--- src/rtl/ho_pkg.sv ---
// rtl/ho_pkg.sv - shared state encoding, defaults and helpers for base-station controllers
package ho_pkg;

    typedef enum logic [2:0] {
        HO_IDLE    = 3'd0,
        HO_ADMIT   = 3'd1,
        HO_SERVE   = 3'd2,
        HO_QUERY   = 3'd3,
        HO_HANDOFF = 3'd4,
        HO_REPORT  = 3'd5
    } ho_state_t;

    localparam int DEF_SQ_THRESH   = 50;
    localparam int DEF_HYST_CYCLES = 4;
    localparam int DEF_TIMEOUT     = 16;
    localparam int DEF_MAX_RETRY   = 2;

    // Callers size-cast the result down to their station count.
    function automatic logic [31:0] onehot(input int idx, input int n);
        logic [31:0] v;
        v = '0;
        if (idx >= 0 && idx < n && idx < 32)
            v = 32'd1 << idx;
        return v;
    endfunction

    function automatic int cnt_w(input int limit);
        return (limit < 1) ? 1 : $clog2(limit + 1);
    endfunction

endpackage

--- src/rtl/ho_sq_monitor.sv ---
// rtl/ho_sq_monitor.sv - counts consecutive low-quality samples and flags the hysteresis hit
module ho_sq_monitor
    import ho_pkg::*;
#(
    parameter int SQ_W        = 8,
    parameter int SQ_THRESH   = DEF_SQ_THRESH,
    parameter int HYST_CYCLES = DEF_HYST_CYCLES
) (
    input  logic            clk,
    input  logic            reset,
    input  logic            enable,
    input  logic [SQ_W-1:0] sq,
    output logic            low_done
);

    localparam int CNT_W = cnt_w(HYST_CYCLES);

    logic [CNT_W-1:0] low_cnt;
    logic             is_low;

    assign is_low   = 32'(sq) < 32'(SQ_THRESH);
    // Asserted on the sample that would complete the run, so the FSM leaves on that same edge.
    assign low_done = enable && is_low && (32'(low_cnt) + 32'd1 >= 32'(HYST_CYCLES));

    always_ff @(posedge clk) begin
        if (reset || !enable) begin
            low_cnt <= '0;
        end else if (is_low) begin
            if (32'(low_cnt) < 32'(HYST_CYCLES))
                low_cnt <= low_cnt + 1'b1;
        end else begin
            low_cnt <= '0;
        end
    end

endmodule

--- src/rtl/ho_bs_controller.sv ---
// rtl/ho_bs_controller.sv - per-station handover FSM: admit, serve, query DM, nominate peer, report
module ho_bs_controller
    import ho_pkg::*;
#(
    parameter int NUM_BS      = 3,
    parameter int BS_ID       = 2,
    parameter int SQ_W        = 8,
    parameter int SQ_THRESH   = DEF_SQ_THRESH,
    parameter int HYST_CYCLES = DEF_HYST_CYCLES,
    parameter int TIMEOUT     = DEF_TIMEOUT,
    parameter int MAX_RETRY   = DEF_MAX_RETRY,
    parameter int DATA_W      = 8,
    localparam int ID_W       = (NUM_BS > 2) ? $clog2(NUM_BS) : 1
) (
    input  logic              clk,
    input  logic              reset,
    input  logic [NUM_BS-1:0] peer_target_i,
    input  logic [SQ_W-1:0]   dm_sq_i,
    input  logic              dm_target_valid_i,
    input  logic [ID_W-1:0]   dm_target_i,
    input  logic [DATA_W-1:0] sv_data_i,
    output logic              dm_respond_o,
    output logic              dm_request_o,
    output logic [DATA_W-1:0] dm_data_o,
    output logic [NUM_BS-1:0] peer_target_o,
    output logic              sv_target_valid_o,
    output logic [ID_W-1:0]   sv_target_o,
    output logic              ho_fail_o
);

    localparam logic [2:0] S_IDLE    = HO_IDLE;
    localparam logic [2:0] S_ADMIT   = HO_ADMIT;
    localparam logic [2:0] S_SERVE   = HO_SERVE;
    localparam logic [2:0] S_QUERY   = HO_QUERY;
    localparam logic [2:0] S_HANDOFF = HO_HANDOFF;
    localparam logic [2:0] S_REPORT  = HO_REPORT;

    localparam int TMR_W = cnt_w(TIMEOUT);
    localparam int RTY_W = cnt_w(MAX_RETRY);
    localparam logic [NUM_BS-1:0] SELF_MASK = NUM_BS'(onehot(BS_ID, NUM_BS));

    logic [2:0]        state_q, state_d;
    logic [TMR_W-1:0]  timer_q;
    logic [RTY_W-1:0]  retry_q;
    logic [ID_W-1:0]   tgt_q;
    logic [NUM_BS-1:0] tgt_onehot;
    logic              low_done, nominated, tgt_ok, stay, timeout, give_up;

    ho_sq_monitor #(
        .SQ_W        (SQ_W),
        .SQ_THRESH   (SQ_THRESH),
        .HYST_CYCLES (HYST_CYCLES)
    ) u_sq_monitor (
        .clk      (clk),
        .reset    (reset),
        .enable   (state_q == S_SERVE),
        .sq       (dm_sq_i),
        .low_done (low_done)
    );

    assign nominated  = |(peer_target_i & ~SELF_MASK);
    assign tgt_ok     = dm_target_valid_i && (32'(dm_target_i) < 32'(NUM_BS))
                        && (32'(dm_target_i) != 32'(BS_ID));
    assign stay       = dm_target_valid_i && !tgt_ok;
    assign timeout    = 32'(timer_q) + 32'd1 >= 32'(TIMEOUT);
    assign give_up    = timeout && (32'(retry_q) + 32'd1 >= 32'(MAX_RETRY));
    assign tgt_onehot = NUM_BS'(onehot(int'(dm_target_i), NUM_BS));

    always_comb begin
        state_d = S_IDLE;
        case (state_q)
            S_IDLE:    state_d = nominated ? S_ADMIT : S_IDLE;
            S_ADMIT:   state_d = S_SERVE;
            S_SERVE:   state_d = low_done ? S_QUERY : S_SERVE;
            S_QUERY: begin
                // A DM answer takes priority over a coincident timeout.
                if (tgt_ok)
                    state_d = S_HANDOFF;
                else if (stay || give_up)
                    state_d = S_SERVE;
                else
                    state_d = S_QUERY;
            end
            S_HANDOFF: state_d = S_REPORT;
            S_REPORT:  state_d = S_IDLE;
            default:   state_d = S_IDLE;
        endcase
    end

    // Outputs are decoded from the next state so they line up with the cycle the FSM occupies it.
    always_ff @(posedge clk) begin
        if (reset) begin
            state_q           <= S_IDLE;
            timer_q           <= '0;
            retry_q           <= '0;
            tgt_q             <= '0;
            dm_respond_o      <= 1'b0;
            dm_request_o      <= 1'b0;
            dm_data_o         <= '0;
            peer_target_o     <= '0;
            sv_target_valid_o <= 1'b0;
            sv_target_o       <= '0;
            ho_fail_o         <= 1'b0;
        end else begin
            state_q           <= state_d;
            dm_respond_o      <= (state_d == S_ADMIT) || (state_d == S_SERVE) || (state_d == S_QUERY);
            dm_request_o      <= (state_d == S_QUERY);
            dm_data_o         <= ((state_d == S_SERVE) || (state_d == S_QUERY)) ? sv_data_i : '0;
            peer_target_o     <= (state_d == S_HANDOFF) ? tgt_onehot : '0;
            sv_target_valid_o <= (state_d == S_REPORT);
            sv_target_o       <= (state_d == S_REPORT) ? tgt_q : '0;
            ho_fail_o         <= (state_q == S_QUERY) && !dm_target_valid_i && give_up;

            if (state_q == S_QUERY && tgt_ok)
                tgt_q <= dm_target_i;

            if (state_q == S_QUERY && state_d == S_QUERY) begin
                if (timeout) begin
                    timer_q <= '0;
                    if (32'(retry_q) < 32'(MAX_RETRY))
                        retry_q <= retry_q + 1'b1;
                end else if (32'(timer_q) < 32'(TIMEOUT)) begin
                    timer_q <= timer_q + 1'b1;
                end
            end else begin
                timer_q <= '0;
                retry_q <= '0;
            end
        end
    end

endmodule

--- config.mk ---
export PLATFORM = sky130hd
export DESIGN_NAME = ho_bs_controller
export DESIGN_NICKNAME = d
export VERILOG_FILES = /design/src/rtl/ho_pkg.sv /design/src/rtl/ho_sq_monitor.sv /design/src/rtl/ho_bs_controller.sv
export SDC_FILE = /design/constraint.sdc
export NUM_CORES = 1
export LEC_CHECK = 0
export BUFFER_PORTS_ARGS = -buffer_cell sky130_fd_sc_hd__clkbuf_2
export CAP_MARGIN = 15
export CORE_MARGIN = 8
export CORE_UTILIZATION = 48
export DETAILED_ROUTE_END_ITERATION = 10
export PLACE_DENSITY = 0.77
export SYNTH_ARGS = -nofsm -noshare
export SYNTH_HDL_FRONTEND = slang
export SYNTH_HIERARCHICAL = 1
export SYNTH_SLANG_ARGS = --single-unit
--- constraint.sdc ---
create_clock -name clk -period 2.35 [get_ports clk]
set_input_delay 0.5875 -clock clk [delete_from_list [all_inputs] [get_ports clk]]
set_output_delay 0.5875 -clock clk [all_outputs]
set_load 0.03 [all_outputs]
Word level (Yosys, flattened, before mapping) --
Index checks and enable logic that the tools add are counted.
Storage, ports and cells: flip-flop bits (word level) 32, input bits 24, output and inout port bits 17, logic and storage cells 76
Operators by class: add/subtract/negate cells 6, magnitude comparators 9, equality and inequality tests 10, shifts and indexed selects 1, mux-type cells 5, bitwise gates (word level) 6, reductions and logical operators 27
Operator list (number):
- $ge 32x3->1 const B | 1
- $pmux 3 s5 | 1
- $eq 3x2->1 const B | 4
- $logic_and 1x1->1 | 10
- $reduce_or 2->1 | 5
- $eq 3x3->1 const B | 3
- $lt 8x6->1 const B | 1
- $add 5x1->6 const B | 1
- $eq 3x1->1 const B | 2
- $ge 6x5->1 const B | 1
- $lt 2x2->1 const B | 3
- $not 1->1 | 6
- $reduce_or 3->1 | 2
- $add 5x1->5 const B | 1
- $logic_or 1x1->1 | 5
- $lt 5x5->1 const B | 1
- $add 3x1->4 const B | 1
- $add 2x1->3 const B | 1
- $add 3x1->3 const B | 1
- $ge 3x2->1 const B | 1
- $logic_not 1->1 | 3
- $logic_not 3->1 | 1
- $lt 3x3->1 const B | 1
- $mux 1 | 3
- other kinds (5) | 5

Longest topological paths before layout --
Gate-level depths: netlist of run 1.
depth in word-level cells 13, gate-level depth with buffers 7, depth with buffers taken out 7

Cells and area by module --
The synthesis of run 1 kept the hierarchy.
By module, submodules not included:
- ho_bs_controller | instances 1, cells an instance 101, area each 1062.3 um2
- ho_sq_monitor | instances 1, cells an instance 16, area each 172.7 um2

Worst setup path after synthesis of run 1 --
No wires, ideal clock.
path kind in2reg, start in dm_sq_i[7], end reg peer_target_o[1], data arrival time 1895 ps, data required time 2234 ps, path slack 340 ps, stages 6, buffers on the path 0, cell sequence or3b_1 -> a2111oi_2 -> nand3b_1 -> o21a_1 -> o22a_4 -> and3_1
On the way: longest elaborated chain between the ends 8
RTL lines:
- from (decl) | line ho_bs_controller.sv:18 | input logic [SQ_W-1:0] dm_sq_i,
- $lt 8x6->1 | line ho_sq_monitor.sv:21 | assign is_low = 32'(sq) < 32'(SQ_THRESH);
- $logic_and 1x1->1 (2 in a row) | line ho_sq_monitor.sv:23 | assign low_done = enable && is_low && (32'(low_cnt) + 32'd1 >= 32'(HYST_CYCLES));
- via low_done | line ho_bs_controller.sv:47 | logic low_done, nominated, tgt_ok, stay, timeout, give_up;
- $mux 1 | line ho_bs_controller.sv:74 | S_SERVE: state_d = low_done ? S_QUERY : S_SERVE;
- $pmux 3 s5 | line ho_bs_controller.sv:71 | case (state_q)
- $eq 3x3->1 | line ho_bs_controller.sv:109 | peer_target_o <= (state_d == S_HANDOFF) ? tgt_onehot : '0;
- $not 1->1 (no source line)
- $reduce_or 3->1 (no source line)
- to (signal assigned) | line ho_bs_controller.sv:109
- to (decl) | line ho_bs_controller.sv:25 | output logic [NUM_BS-1:0] peer_target_o,
The timed path passes the listed nets, and every way through them passes these cells. A chain may end at the register's enable or synchronous reset.

Worst setup path in the final report of run 1 --
start reg state_q[2], end reg sv_target_o[0]
On the way: longest elaborated chain between the ends 8
RTL lines:
- from (decl) | line ho_bs_controller.sv:42 | logic [2:0] state_q, state_d;
- from (signal assigned) | line ho_bs_controller.sv:105 | state_q <= state_d;
- $eq 3x2->1 | line ho_bs_controller.sv:56 | .enable (state_q == S_SERVE),
- $logic_and 1x1->1 (2 in a row) | line ho_sq_monitor.sv:23
- via low_done | line ho_bs_controller.sv:47
- $mux 1 | line ho_bs_controller.sv:74
- $pmux 3 s5 | line ho_bs_controller.sv:71
- $eq 3x3->1 | line ho_bs_controller.sv:111 | sv_target_o <= (state_d == S_REPORT) ? tgt_q : '0;
- $not 1->1 (no source line)
- $reduce_or 2->1 (no source line)
- to (signal assigned) | line ho_bs_controller.sv:111
- to (decl) | line ho_bs_controller.sv:27 | output logic [ID_W-1:0] sv_target_o,
The timed path passes the listed nets, and every way through them passes these cells.

==> results of run 1 <==
-- cell type report --
class	instances	area (sq um)
fillers	204	925
flip-flops and latches	32	641
multi-input cells	78	573
repair buffers	39	198
clock buffers	7	55.1
well taps	30	37.5
inverters	5	18.8
clock inverters	1	7.51
-- Yosys cell counts, types with 2 or more instances --
master    number
nor3b_1        2
and3_1         9
and2b_1        2
inv_1          5
clkbuf_1       2
nand2b_1       3
xor2_1         3
ha_1           3
nor3_1         6
nor2_1        12
mux2i_1        2
and2_1         2
or3b_1         2
nand2_1        5
o21ai_0        4
a21oi_1        2
dfxtp_1       32
a211oi_2       2
nand4b_1       3
-- metrics by stage --
| step | utilization | setup slack, ns |
|---|---|---|
| 6_report | 0.623 | 0.212 |
| 5_1_grt | 0.623 | 0.0377 |
| 4_1_cts | 0.621 | 0.144 |
| 2_1_floorplan | - | 0.340 |
| 3_3_place_gp | 0.596 | 0.188 |
| 3_5_place_dp | 0.596 | 0.127 |
-- state kept, by name (all words and copies together), names as in the netlist --
name / cells
retry_q: 2
dm_data_o: 8
ho_fail_o: 1
u_sq_monitor/low_cnt: 3
sv_target_o: 2
dm_respond_o: 1
peer_target_o: 3
timer_q: 5
tgt_q: 2
state_q: 3
dm_request_o: 1
sv_target_valid_o: 1
-- cell families (layout without fill, tap and decap cells) --
kind of cell / Yosys count / after routing / synth area share
simple gates: 54 / 54 / 0.285
buf+inv: 7 / 52 / 0.0213
flops: 32 / 32 / 0.519
fa+ha+maj: 3 / 3 / 0.0304
other cells: 1 / 1 / 0.00304
mux: 2 / 2 / 0.0162
compound gates: 14 / 14 / 0.0973
xor+xnor: 4 / 4 / 0.0284
-- final timing paths --
kind                                    from        endpoint  slack, ns
worst max-delay path              state_q[2]  sv_target_o[0]       0.21
worst min-delay path            sv_data_i[0]    dm_data_o[0]       0.47
worst max register to register    state_q[2]  sv_target_o[0]       0.21
worst min register to register      tgt_q[0]  sv_target_o[0]       0.48
-- metal layers --
layer  global-route usage  up-vias  routed length, um
met5                    0        -                  0
met4               0.0560        0                 42
met3               0.0705        5                161
met2                0.237       23               1480
met1                0.118      456                955
li1                     -      495                  -
-- worst max-delay path, delay by kind of cell (launching register included) --
family | cells | cell delay (ns)
compound gates | 3 | 0.75
simple gates | 4 | 0.93
flops | 1 | 0.39
-- timing repair --
item	CTS	global route
setup endpoints to repair	0	2
resized for setup	0	1
hold buffers	0	0
-- layout by cell type, fill, tap and decap left out, drive strengths merged, types with 2 or more instances in the layout --
master  count
nor2       12
nor3b       2
and2b       3
and2        2
inv         5
nand4b      3
a211oi      2
dfxtp      32
o21ai       4
a21oi       2
xor2        3
nand2b      3
nor3        7
or3b        2
and3        9
ha          3
clkbuf     45
nand2       5
mux2i       2
-- power breakdown --
| group | total [uW] | internal (uW) | switching [uW] |
|---|---|---|---|
| sequential | 569 | 561 | 8.37 |
| clock | 329 | 146 | 183 |
| combinational | 118 | 46.5 | 71.1 |
| total | 1020 | 753 | 262 |
==> summary.md, run 1 <==
| Metric | Value |
|---|---|
| Status | finished clean |
| Clk_skew | 0.00699 ns |
| Placer Congestion | 0.793 |
| Reg clk slew, reported paths | 0.10 ns |
| Post-route cell area | 1530 sq um |
| Total Neg Setup Slack | 0 ns |
| Final hold violations | 0 |
| Post-DRT Antenna Nets | 0 |
| Boundary pin count | 41 |
| # H-tree levels | 2 |
| Row cnt | 18 |
| Hold slack | 0.473 ns |
| Share of cells above drive strength 1 | 0.358 |
| Crit Path Category | register to register |
| EDFF count, synth | 0 |
| Initial antenna violation count | 0 |
| WP data required | 2.60 ns |
| Avg Synthesized Cell Area | 10.6 sq um |
| Max Slew Vio Count | 0 |
| Die area | 4450 sq um |
| Final Cycle Share | 0.910 |
| Max Cap Violations | 0 |
| Detailed Route Iter0 Violations | 78 |
| Most used DFF post-synth | dfxtp_1 |
| Clk sinks | 32 |
| FF+latch count, synth | 32 |
| Area Overhead vs Synth | 23.9% |
| Setup Viol. Count Final | 0 |
| Synth Cell Area | 1230 sq um |
| Post-Route WL | 2640 um |
| Final Net Count | 188 |
| Register area share after synthesis | 0.519 |
| Worst R2R Path Depth | 7 |
| Core region area | 2450 sq um |
| Fraction of registers with async set/reset | 0 |
| CTS Buffer Depth | 2 |
| Netlist cell types | 35 |
| Syn Nets | 144 |
| First-pass GRT wire length | 4420 um |
| Post-CTS setup buffer count | 0 |
| CTS root buf | clkbuf_4 |
| Die height | 66.7 um |
| Post-DP HPWL | 2050 um |
| CTS tree | built |
| Ant. Diodes | 0 |
| Clk_lat worst skew | 0.33 ns |
| Top post-synthesis cells by area | dfxtp_1 (52%), and3_1 (4.6%), nor2_1 (3.6%), ha_1 (3.0%), nor3_1 (2.4%) |
| Worst setup EP type | register |
| Total power per unit cell area | 664 nW/um^2 |
| CP peak stage delay | 0.39 ns |
| Hold path depth | 2 |
| Drt pass-1 iters | 4 |
| Power Total | 1020 uW |
| Leakage power | 0.000688 uW |
| Post-route DRC | 0 |
| Min Tclk post-route | 2.14 ns |
| YS warnings | 6 |
| Unrepaired setup endpoints after global routing | false |
| GRT Resource Usage Total | 0.131 |
| Crit-path max FO | 9 |
| Layout Cells excl Fill | 192 |
| Synth top area share | 0.519 |
| Vias in the first global route | 1049 |
| Type of origin of the critical path | register |
| Vias per Instance | 5.10 |
| Largest net degree at the start of global routing | 13 |
| Die width | 66.7 um |
| CTS Buf Count | 5 |
| Initial core utilization | 0.503 |
| Peak supply drop | 548 uV |
| Cell Area, Placed | 1460 sq um |
| Port-buffer cells | 38 |
| Crit path DAT | 2.39 ns |
| Post-Synthesis Cells | 117 |
| Slowest CP cell | dfxtp_1 |
| Placed insts | 184 |
| CP Cell Sequence | nor3b_2 > or3b_1 > a2111oi_2 > nand3b_1 > o21a_1 > o22a_4 > nor4b_4 |
| Vias | 979 |
| F_max | 468 MHz |
| Synth area leader | dfxtp_1 |
| DR WL/cell | 13.7 um |
| Min-Delay Path Class | input port to register |
| Overflow after GRT | 0 |
(Power assumes the default switching activity.)
==> run 2: changes to the inputs <==
- CAP_MARGIN: 15 -> not set
- CORE_ASPECT_RATIO: not set -> 0.9
- RECOVER_POWER: not set -> 100
==> summary.md, run 2 (synthesis results as in run 1) <==
| Metric | Value |
|---|---|
| WP data required | 2.60 ns (about the same) |
| Status | finished clean |
| Share of cells above drive strength 1 | 0.224 (-0.134) |
| Initial antenna violation count | 0 (unchanged) |
| Initial core utilization | 0.505 (+0.00180) |
| CTS tree | built |
| Commonest non-fill, non-tap cells in the layout | dfxtp_1 (32), clkbuf_2 (21), clkbuf_1 (18) |
| Crit-path max FO | 8 (-1) |
| Max reg flops | 8 (unchanged) |
| Hold slack | 0.477 ns (+0.00422 ns) |
| Post-route cell area | 1490 sq um (-2.8%) |
| Max Slew Vio Count | 0 (unchanged) |
| Placer Congestion | 0.748 (-5.7%) |
| Cell Area, Placed | 1450 sq um (-0.68%) |
| Die height | 64.1 um (-3.9%) |
| Boundary pin count | 41 (unchanged) |
| Core region area | 2450 sq um (-0.36%) |
| Drt pass-1 iters | 4 (unchanged) |
| Vias in the first global route | 942 (-10%) |
| Area Overhead vs Synth | 20.5% |
| Final Net Count | 187 (-0.53%) |
| Post-CTS setup buffer count | 0 (unchanged) |
| CTS root buf | clkbuf_4 |
| Clk_skew | 0.0190 ns (+0.0120 ns) |
| Vias | 951 (-2.9%) |
| Post-DRT Antenna Nets | 0 (unchanged) |
| Detailed Route Iter0 Violations | 36 (-54%) |
| CTS Hold Buffers Added | 0 (unchanged) |
| Worst setup EP type | register |
| Most flop-heavy register | dm_data_o |
| GRT Resource Usage Total | 0.122 (-0.00871) |
| Largest net degree at the start of global routing | 13 (unchanged) |
| Placed insts | 181 (-1.6%) |
| CTS Buf Count | 5 (unchanged) |
| Ant. Diodes | 0 (unchanged) |
| Post-Route WL | 2650 um (+0.38%) |
| Fillers | 239 (+17%) |
| Regs by FF count | dm_data_o (8), timer_q (5) |
| Final Cycle Share | 0.928 (+0.0181) |
| Most common cell after layout, fill and taps aside | dfxtp_1 |
| Total power per unit cell area | 727 nW/um^2 (+9.5%) |
| Type of origin of the critical path | register |
| Setup Viol. Count Final | 0 (unchanged) |
| Crit Path Category | register to register |
| Total Neg Setup Slack | 0 ns (unchanged) |
| Die width | 69.5 um (+4.1%) |
| Post-DP HPWL | 1960 um (-4.2%) |
| Clk_lat worst skew | 0.34 ns (about the same) |
| Crit path DAT | 2.43 ns (+0.04 ns) |
| CTS resizes | 0 (unchanged) |
| Clk sinks | 32 (unchanged) |
| Min Tclk post-route | 2.18 ns (+0.0424 ns) |
| Port-buffer cells | 38 (unchanged) |
| Unrepaired setup endpoints after global routing | false |
| DR WL/cell | 14.0 um (+2.0%) |
| Layout Cells excl Fill | 189 (-1.6%) |
| Max Cap Violations | 0 (unchanged) |
| Peak supply drop | 510 uV (-7.0%) |
| # H-tree levels | 2 (unchanged) |
| Post-route DRC | 0 (unchanged) |
| Vias per Instance | 5.03 (-1.3%) |
| F_max | 459 MHz (-1.9%) |
| First-pass GRT wire length | 4390 um (-0.63%) |
| Overflow after GRT | 0 (unchanged) |
| Leakage power | 0.000625 uW (-9.2%) |
| Final hold violations | 0 (unchanged) |
| Die area | 4450 sq um (about the same) |
| Reg clk slew, reported paths | 0.11 ns (about the same) |
| Row cnt | 17 (-1) |
| Min-Delay Path Class | input port to register |
| CTS Buffer Depth | 2 (unchanged) |
## run 2: where the power goes
group	leakage (uW)	internal [uW]	switching, uW
sequential	0.000260	561	10.1
combinational	0.000323	39.5	65.6
clock	0.0000422	223	183
## run 2: final timing paths
kind / slack [ns] / startpoint / depth (start not counted) / to
worst max register to register: 0.17 / state_q[1] / 7 / sv_target_o[0]
worst max-delay path: 0.17 / state_q[1] / 7 / sv_target_o[0]
worst min register to register: 0.48 / tgt_q[1] / 2 / tgt_q[1]
worst min-delay path: 0.48 / sv_data_i[6] / 2 / dm_data_o[6]
## run 2: layout make-up
type	instances	area [sq um]	share of cell area
Clock buffer	6	41.3	0.0278
Multi-Input combinational cell	78	548	0.368
Clock inverter	2	35.0	0.0235
Timing Repair Buffer	38	169	0.114
Inverter	5	18.8	0.0126
Tap cell	28	35.0	0.0235
Sequential cell	32	641	0.431
## run 2: per-stage QoR
step / setup slack, ns / power, uW / util
5_1_grt: 0.0209 / 1130 / 0.608
6_report: 0.169 / 1080 / 0.608
4_1_cts: 0.161 / 1100 / 0.625
2_1_floorplan: 0.340 / 654 / -
3_5_place_dp: 0.159 / 696 / 0.594
3_3_place_gp: 0.181 / 692 / 0.594
## run 2: metal layers
layer  vias up  track usage  routed length [um]  share of wire
li1        497            -                   -              -
met1       427        0.122                1080           0.41
met2        23        0.209                1380           0.52
met3         4       0.0556                 161          0.061
met4         0       0.0691                  28          0.011
met5         -            0                   0              0
## run 2: critical path, cell delays in order (launching register included)
cell	delay (ns)
dfxtp_1	0.44
nor3b_1	0.24
or3b_1	0.39
a2111oi_2	0.33
nand3b_1	0.11
o21a_1	0.13
o22a_4	0.25
nor4b_2	0.21
